## src/rtl/ext_pkg.sv

```systemverilog
// Shared encodings for the immediate extension stage: extension modes and
// skid-buffer occupancy states.
package ext_pkg;

  localparam logic [2:0] EXT_SEXT   = 3'd0;
  localparam logic [2:0] EXT_ZEXT   = 3'd1;
  localparam logic [2:0] EXT_UPPER  = 3'd2;
  localparam logic [2:0] EXT_BRANCH = 3'd3;
  localparam logic [2:0] EXT_SEXT_B = 3'd4;
  localparam logic [2:0] EXT_ZEXT_B = 3'd5;

  typedef enum logic [1:0] {
    ST_EMPTY = 2'd0,
    ST_ONE   = 2'd1,
    ST_TWO   = 2'd2
  } occ_e;

endpackage

```

## src/rtl/ext_core.sv

```systemverilog
// Combinational immediate extender; res = {err, data}. Modes 6/7 give err with zero data.
module ext_core
  import ext_pkg::*;
#(
  parameter int IN_W  = 16,
  parameter int OUT_W = 32
) (
  input  logic [IN_W-1:0] data,
  input  logic [2:0]      mode,
  output logic [OUT_W:0]  res
);

  logic [OUT_W-1:0] sext, zext, sext_b, zext_b;

  assign sext   = OUT_W'($signed(data));
  assign zext   = OUT_W'(data);
  assign sext_b = OUT_W'($signed(data[7:0]));
  assign zext_b = OUT_W'(data[7:0]);

  always_comb begin
    res = '0;
    case (mode)
      EXT_SEXT:   res = {1'b0, sext};
      EXT_ZEXT:   res = {1'b0, zext};
      EXT_UPPER:  res = {1'b0, zext << (OUT_W - IN_W)};
      EXT_BRANCH: res = {1'b0, sext << 2};
      EXT_SEXT_B: res = {1'b0, sext_b};
      EXT_ZEXT_B: res = {1'b0, zext_b};
      default:    res = {1'b1, {OUT_W{1'b0}}};
    endcase
  end

endmodule

```

## src/rtl/imm_extend_pipe.sv

```systemverilog
// Registered immediate extension stage with a 2-entry skid buffer and flush.
// Extension happens before capture so both registers hold final results.
module imm_extend_pipe
  import ext_pkg::*;
#(
  parameter int IN_W  = 16,
  parameter int OUT_W = 32,
  parameter int TAG_W = 5
) (
  input  logic             clk,
  input  logic             rst_n,
  input  logic             flush,
  input  logic             in_valid,
  output logic             in_ready,
  input  logic [IN_W-1:0]  in_data,
  input  logic [2:0]       in_mode,
  input  logic [TAG_W-1:0] in_tag,
  output logic             out_valid,
  input  logic             out_ready,
  output logic [OUT_W-1:0] out_data,
  output logic [TAG_W-1:0] out_tag,
  output logic             out_err
);

  logic [OUT_W-1:0] ext_data, skid_data;
  logic             ext_err, skid_err;
  logic [TAG_W-1:0] skid_tag;

  ext_core #(.IN_W(IN_W), .OUT_W(OUT_W)) u_core (
    .data (in_data),
    .mode (in_mode),
    .res  ({ext_err, ext_data})
  );

  occ_e state, state_nxt;
  logic acc, pop, load_main_in, load_main_skid, load_skid;

  // Both handshake outputs decode straight from the state register.
  assign in_ready  = (state != ST_TWO);
  assign out_valid = (state != ST_EMPTY);
  assign acc       = in_valid && in_ready;
  assign pop       = out_valid && out_ready;

  always_comb begin
    state_nxt      = state;
    load_main_in   = 1'b0;
    load_main_skid = 1'b0;
    load_skid      = 1'b0;
    if (flush) begin
      state_nxt = ST_EMPTY;
    end else begin
      case (state)
        ST_EMPTY: if (acc) begin
          state_nxt    = ST_ONE;
          load_main_in = 1'b1;
        end
        ST_ONE: begin
          if (acc && pop) begin
            load_main_in = 1'b1;
          end else if (acc) begin
            state_nxt = ST_TWO;
            load_skid = 1'b1;
          end else if (pop) begin
            state_nxt = ST_EMPTY;
          end
        end
        ST_TWO: if (pop) begin
          state_nxt      = ST_ONE;
          load_main_skid = 1'b1;
        end
        default: state_nxt = ST_EMPTY;
      endcase
    end
  end

  always_ff @(posedge clk or negedge rst_n) begin
    if (!rst_n) state <= ST_EMPTY;
    else        state <= state_nxt;
  end

  always_ff @(posedge clk or negedge rst_n) begin
    if (!rst_n) begin
      out_data  <= '0;
      out_tag   <= '0;
      out_err   <= 1'b0;
      skid_data <= '0;
      skid_tag  <= '0;
      skid_err  <= 1'b0;
    end else begin
      if (load_main_in) begin
        out_data <= ext_data;
        out_tag  <= in_tag;
        out_err  <= ext_err;
      end else if (load_main_skid) begin
        out_data <= skid_data;
        out_tag  <= skid_tag;
        out_err  <= skid_err;
      end
      if (load_skid) begin
        skid_data <= ext_data;
        skid_tag  <= in_tag;
        skid_err  <= ext_err;
      end
    end
  end

endmodule
```

## config.mk

```make
export PLATFORM = sky130hd
export DESIGN_NAME = imm_extend_pipe
export DESIGN_NICKNAME = d
export VERILOG_FILES = /design/src/rtl/ext_pkg.sv /design/src/rtl/ext_core.sv /design/src/rtl/imm_extend_pipe.sv
export SDC_FILE = /design/constraint.sdc
export NUM_CORES = 1
export LEC_CHECK = 0
export CAP_MARGIN = 20
export CORE_MARGIN = 8
export CORE_UTILIZATION = 55
export DETAILED_ROUTE_END_ITERATION = 8
export PLACE_DENSITY = 0.8
export SYNTH_ARGS = -nofsm -noshare
export SYNTH_HDL_FRONTEND = slang
export SYNTH_HIERARCHICAL = 1
export SYNTH_SLANG_ARGS = --single-unit
```

## constraint.sdc

```tcl
create_clock -name clk -period 4.95 [get_ports clk]
set_clock_uncertainty 0.1 [all_clocks]
set_input_delay 1.485 -clock clk [delete_from_list [all_inputs] [get_ports clk]]
set_output_delay 1.485 -clock clk [all_outputs]
set_load 0.03 [all_outputs]
```

Word-level counts from Yosys, hierarchy flattened
Cells that the tools add are included.

RAM bits: 0. Output and inout bits: 40. ROM bits: 0. Bits of input ports: 29. Bits in latches: 0. Memories: 0. Logic and storage cells: 51. Flip-flop bits (word level): 78.

Bitwise logic cells: 0. Div/mod/pow operators: 0. Muxes and demuxes: 24. Add/subtract/negate cells: 0. Shifts and indexed selects: 0. Reduce and logical (&&, ||, !) cells: 8. Equality and inequality tests: 12. Order comparisons: 0. Multipliers: 0.

Operators with widths (number): one-hot mux 33 bit (6 select lines) (1); two-way mux 32 bit (2); two-way mux 2 bit (6); two-way mux 1 bit (11); two-way mux 5 bit (2); != test 3 bit (second input constant) (3); equality test 3 x 2 -> 1 bit (second input constant) (2); equality test 3 bit (second input constant) (2); one-hot mux 2 bit (3 select lines) (1); != test 4 bit (second input constant) (1); AND reduction 4 bit (1); nonzero test 2 bit (2); equality test 3 x 1 -> 1 bit (second input constant) (1); logical AND 1 bit (3); zero test 3 bit (1); equality test 2 x 1 -> 1 bit (second input constant) (1); equality test 2 bit (second input constant) (1); zero test 2 bit (1); != test 2 bit (second input constant) (1); one-hot mux 1 bit (2 select lines) (1).

Longest topological paths before layout
Word-level depth: 7. Depth in mapped cells: 6. Depth with buffers taken out: 3.

Modules after synthesis
Netlist, hierarchy kept.

By module, submodules not included: imm_extend_pipe (area each 3218.1 um^2, cells each 222, instances 1, sequential area each 1951.9 um^2); ext_core (area each 700.7 um^2, cells each 93, instances 1, sequential area each 0.0 um^2).

Worst setup path after synthesis
Ideal clock, no wire load.

Path type: input -> register. From: in in_mode[0]. To: reg out_data[16]. Data required time: 4.724 ns. Setup slack: 2.219 ns. Buffers on the path: 1. Arrival: 2.505 ns. Stages: 4. Library setup time: 0.126 ns. Path through: buf_6 mux2_2 a221o_1 a221o_1.

Longest elaborated chain between the ends: 3. Elaborated cells between the ends (all ways): 8. Those cells by class: eq/ne: 5; mux: 2; reduce/logical: 1.

RTL lines: start: declaration (RTL line imm_extend_pipe.sv:16) `input logic [2:0] in_mode,`; equality test 3 bit (tied with other cells) (RTL line ext_core.sv:22) `case (mode)`; one-hot mux 33 bit (6 select lines) (*) (RTL line ext_core.sv:22); via ext_data[16] (RTL line imm_extend_pipe.sv:25) `logic [OUT_W-1:0] ext_data, skid_data;`; two-way mux 32 bit (*) (RTL line imm_extend_pipe.sv:90) `if (load_main_in) begin`; end signal: assignment (RTL line imm_extend_pipe.sv:91) `out_data <= ext_data;`; end signal: assignment (RTL line imm_extend_pipe.sv:95) `out_data <= skid_data;`; end: declaration (RTL line imm_extend_pipe.sv:20) `output logic [OUT_W-1:0] out_data,`.

The timed path passes the listed nets; every way through them passes the cells marked *. A chain may end at the register's enable or synchronous reset.

Final worst setup path
From: in in_mode[0]. To: reg out_data[26].

The elaborated chain is that of the path after synthesis.

==> run summary <==
## Outcome
• status: completed

## Clock tree
• H-Tree Level Count: 3
• cts bufs inserted: 9
• clock tree from TritonCTS: yes
• clock-pin slew reported for the worst setup and hold paths after clock tree synthesis: 90 ps
• Clock Tree Root: clkbuf_8
• CTS sink count: 78
• post-CTS setup-driven buffer insertion count: 0
• clock latency at the later pin of the worst-skew pair: 340 ps
• cts hold-fix bufs: 0
• number of buffers between clock root and the deepest sink: 2
• quantity of gates resized following cts: 0

## Job
• number of max-cap violations: 0

## Yosys
• Synth Area per Inst: 12.4 um2
• #FFs+latches synth: 78
• Seq/Total Area, Yosys: 49.8%
• YS warnings: 6
• library cell occupying the most area in the post-synthesis netlist: dfrtp_1
• post-synth design cell area: 3920 um2
• count of different cell masters after synthesis: 34
• share of synthesized registers carrying an async set or reset: 100%
• top cells by area, synth: dfrtp_1 50%, a221o_1 11%, mux2_2 8.6%
• number of enable-type register cells in the synthesized netlist: 0
• Synth Instances: 315
• post-synth net total: 344
• most common library cells after synthesis: 78 x dfrtp_1, 43 x a221o_1, 36 x and2_1, 30 x mux2_2
• most numerous cell in the Yosys netlist: dfrtp_1
• commonest register cell after synthesis: dfrtp_1
• fraction of post-synthesis cell area in the top cell type by area: 49.8%

## Pwr
• power density cells: 378 nW/um2
• Static Leak: 2.07 nW
• Worst VDD drop: 253 uV

## Finish
• final standard cell utilization of the core: 69.7%
• fin cells: 468
• fraction of layout instances using a drive strength above 1: 15.3%
• area grow syn2layout: 21.5%
• net count of the finished layout: 396
• Diodes inserted: 0
• post-route cell area: 4760 um2

## Global route
• largest net degree at the start of global routing: 79
• via count of the first global-routing pass: 2884
• GRT Residual Overflow: 0
• gr usage total: 20.0%
• antenna violations before repair: 0
• global-route wire length before repair: 15.9 mm

## Die
• effective utilization at floorplan: 57.4%
• number of placement rows: 30
• horizontal die dimension: 100 um
• vertical extent of the die: 100 um
• placeable core region: 6830 um2
• number of top-level pins: 69
• die area: 10100 um2

## Critical path
• Critical Path Max Stage Delay: 820 ps
• data required time of the critical path: 5080 ps
• worst reg-to-reg setup slack: 2640 ps
• CP Class: primary input to flip-flop
• buffers plus inverters on the worst setup path: 2
• slowest stage cell, crit path: clkdlybuf4s50_1
• Crit. path cell count: 5
• signal arrival time at the worst endpoint: 3790 ps
• type of element capturing the critical path: flip-flop
• dominant delay contributor by cell family on the critical path: buffers and inverters
• critical-path maximum fanout: 17
• Register-to-Register Path Depth: 4
• startpoint of the worst-slack reg-to-reg timing path: state[1]$_DFFE_PN0P_
• capture instance of the worst register-to-register path: out_data[5]$_DFFE_PN0P_
• crit path capture: out_data[26]$_DFFE_PN0P_
• CP Cell Sequence: clkdlybuf4s50_1 > buf_4 > nand4bb_1 > o211ai_1 > a221o_1
• crit path launch type: primary input
• first element of the critical path: in_mode[0]

## Routing
• first-iteration detailed-routing DRC count: 241
• detailed-route wire length: 9.55 mm
• post-DR vias/cell: 6.10
• number of search-and-repair iterations in the first detailed-routing pass: 5
• number of vias in the routed layout: 2856
• routed length per instance: 20.4 um
• DRC violations left: 0
• Final ANT Viol Nets: 0

## Placed design
• Cell Count Post-Placement: 452
• IO buf count: 68
• HPWL after DPL: 6.23 mm
• area after detailed placement: 4550 um2
• final weighted congestion of routability-driven global placement: 0.761
• Worst Setup Slack post-DPL: 1000 ps

## Timing
• count of endpoints failing hold in the final timing report: 0
• Final setup viols: 0
• unrepaired setup endpoints after global routing: no
• transition at the pin with the smallest max-transition slack: 1110 ps
• count of final max-slew check failures: 0
• setup TNS: 0 ps
• Max-slew headroom: 25.9%
• period utilization: 73.8%
• final critical-path setup slack: 1300 ps
• time the final worst path needs with I/O delays and setup: 3650 ps
• maximum operating frequency: 0.274 GHz

## Min path
• hold path depth: 1
• worst hold path class: flip-flop to flip-flop

[sequential cells by signal (all words and copies together), names as in the netlist]
signal,cells
out_tag,5
out_err,1
skid_tag,5
state,2
skid_err,1
out_data,32
skid_data,32
[logic make-up after synthesis]
kind of cell | count (synthesis) | share of synthesized area, %
compound gates | 71 | 16.2
xor+xnor | 1 | 0.415
buf+inv | 38 | 6.03
flops | 78 | 49.8
mux | 41 | 11.7
simple gates | 86 | 15.8
[worst min-delay path by stage]
stage	startpoint	end
after detailed placement	skid_data[28]$_DFFE_PN0P_	skid_data[28]$_DFFE_PN0P_
after global placement	skid_data[23]$_DFFE_PN0P_	skid_data[23]$_DFFE_PN0P_
after CTS	skid_data[28]$_DFFE_PN0P_	skid_data[28]$_DFFE_PN0P_
after floorplan	skid_data[22]$_DFFE_PN0P_	skid_data[22]$_DFFE_PN0P_
final	skid_data[24]$_DFFE_PN0P_	skid_data[24]$_DFFE_PN0P_
after global routing	skid_data[26]$_DFFE_PN0P_	skid_data[26]$_DFFE_PN0P_
[where the power goes]
part	total (mW)	switching [mW]	leakage [nW]	internal, mW
registers	0.838	0.0701	1.01	0.768
logic	0.470	0.241	0.955	0.230
clock network	0.489	0.240	0.0987	0.249
total	1.80	0.551	2.07	1.25
[per-stage QoR]
stage	power [mW]	hold slack [ps]
floorplan	1.12	356
global placement	1.30	365
detailed placement	1.32	379
CTS	1.81	396
global route	1.88	418
finish	1.80	400
[placed cells by master, fill, tap and decap left out, types with 7 or more instances in the layout]
cell type        count
clkdlybuf4s50_1     67
dfrtp_1             78
nand2_1              7
and2_0               8
mux2_2              30
a221o_1             43
o211ai_1            15
clkbuf_8            10
mux2_1               9
and2_1              36
nand4bb_1           15
[final cells by class]
class	instances	area [um2]
clock buffers	10	138
clock inverters	6	71.3
fillers	500	2070
inverters	6	22.5
multi-input cells	199	1740
flip-flops and latches	78	1950
well taps	96	120
repair buffers	73	716
[per-layer routing]
layer | vias up | part of all wire (%) | track usage (%)
met5 | - | 0 | 0
met4 | 0 | 0.92 | 6.40
met3 | 8 | 5.2 | 4.22
met2 | 83 | 47 | 30.2
met1 | 1469 | 47 | 27.8
li1 | 1296 | - | -
[worst reg2reg max path: cells and delay by family (launching register included)]
kind                   cells  cell delay [ps]
AO/OA/AOI/OAI              2             1210
flip-flops                 1              460
AND/OR/NAND/NOR            1              240
buffers and inverters      1              240
Note: power is estimated with default switching activity, not from simulation.
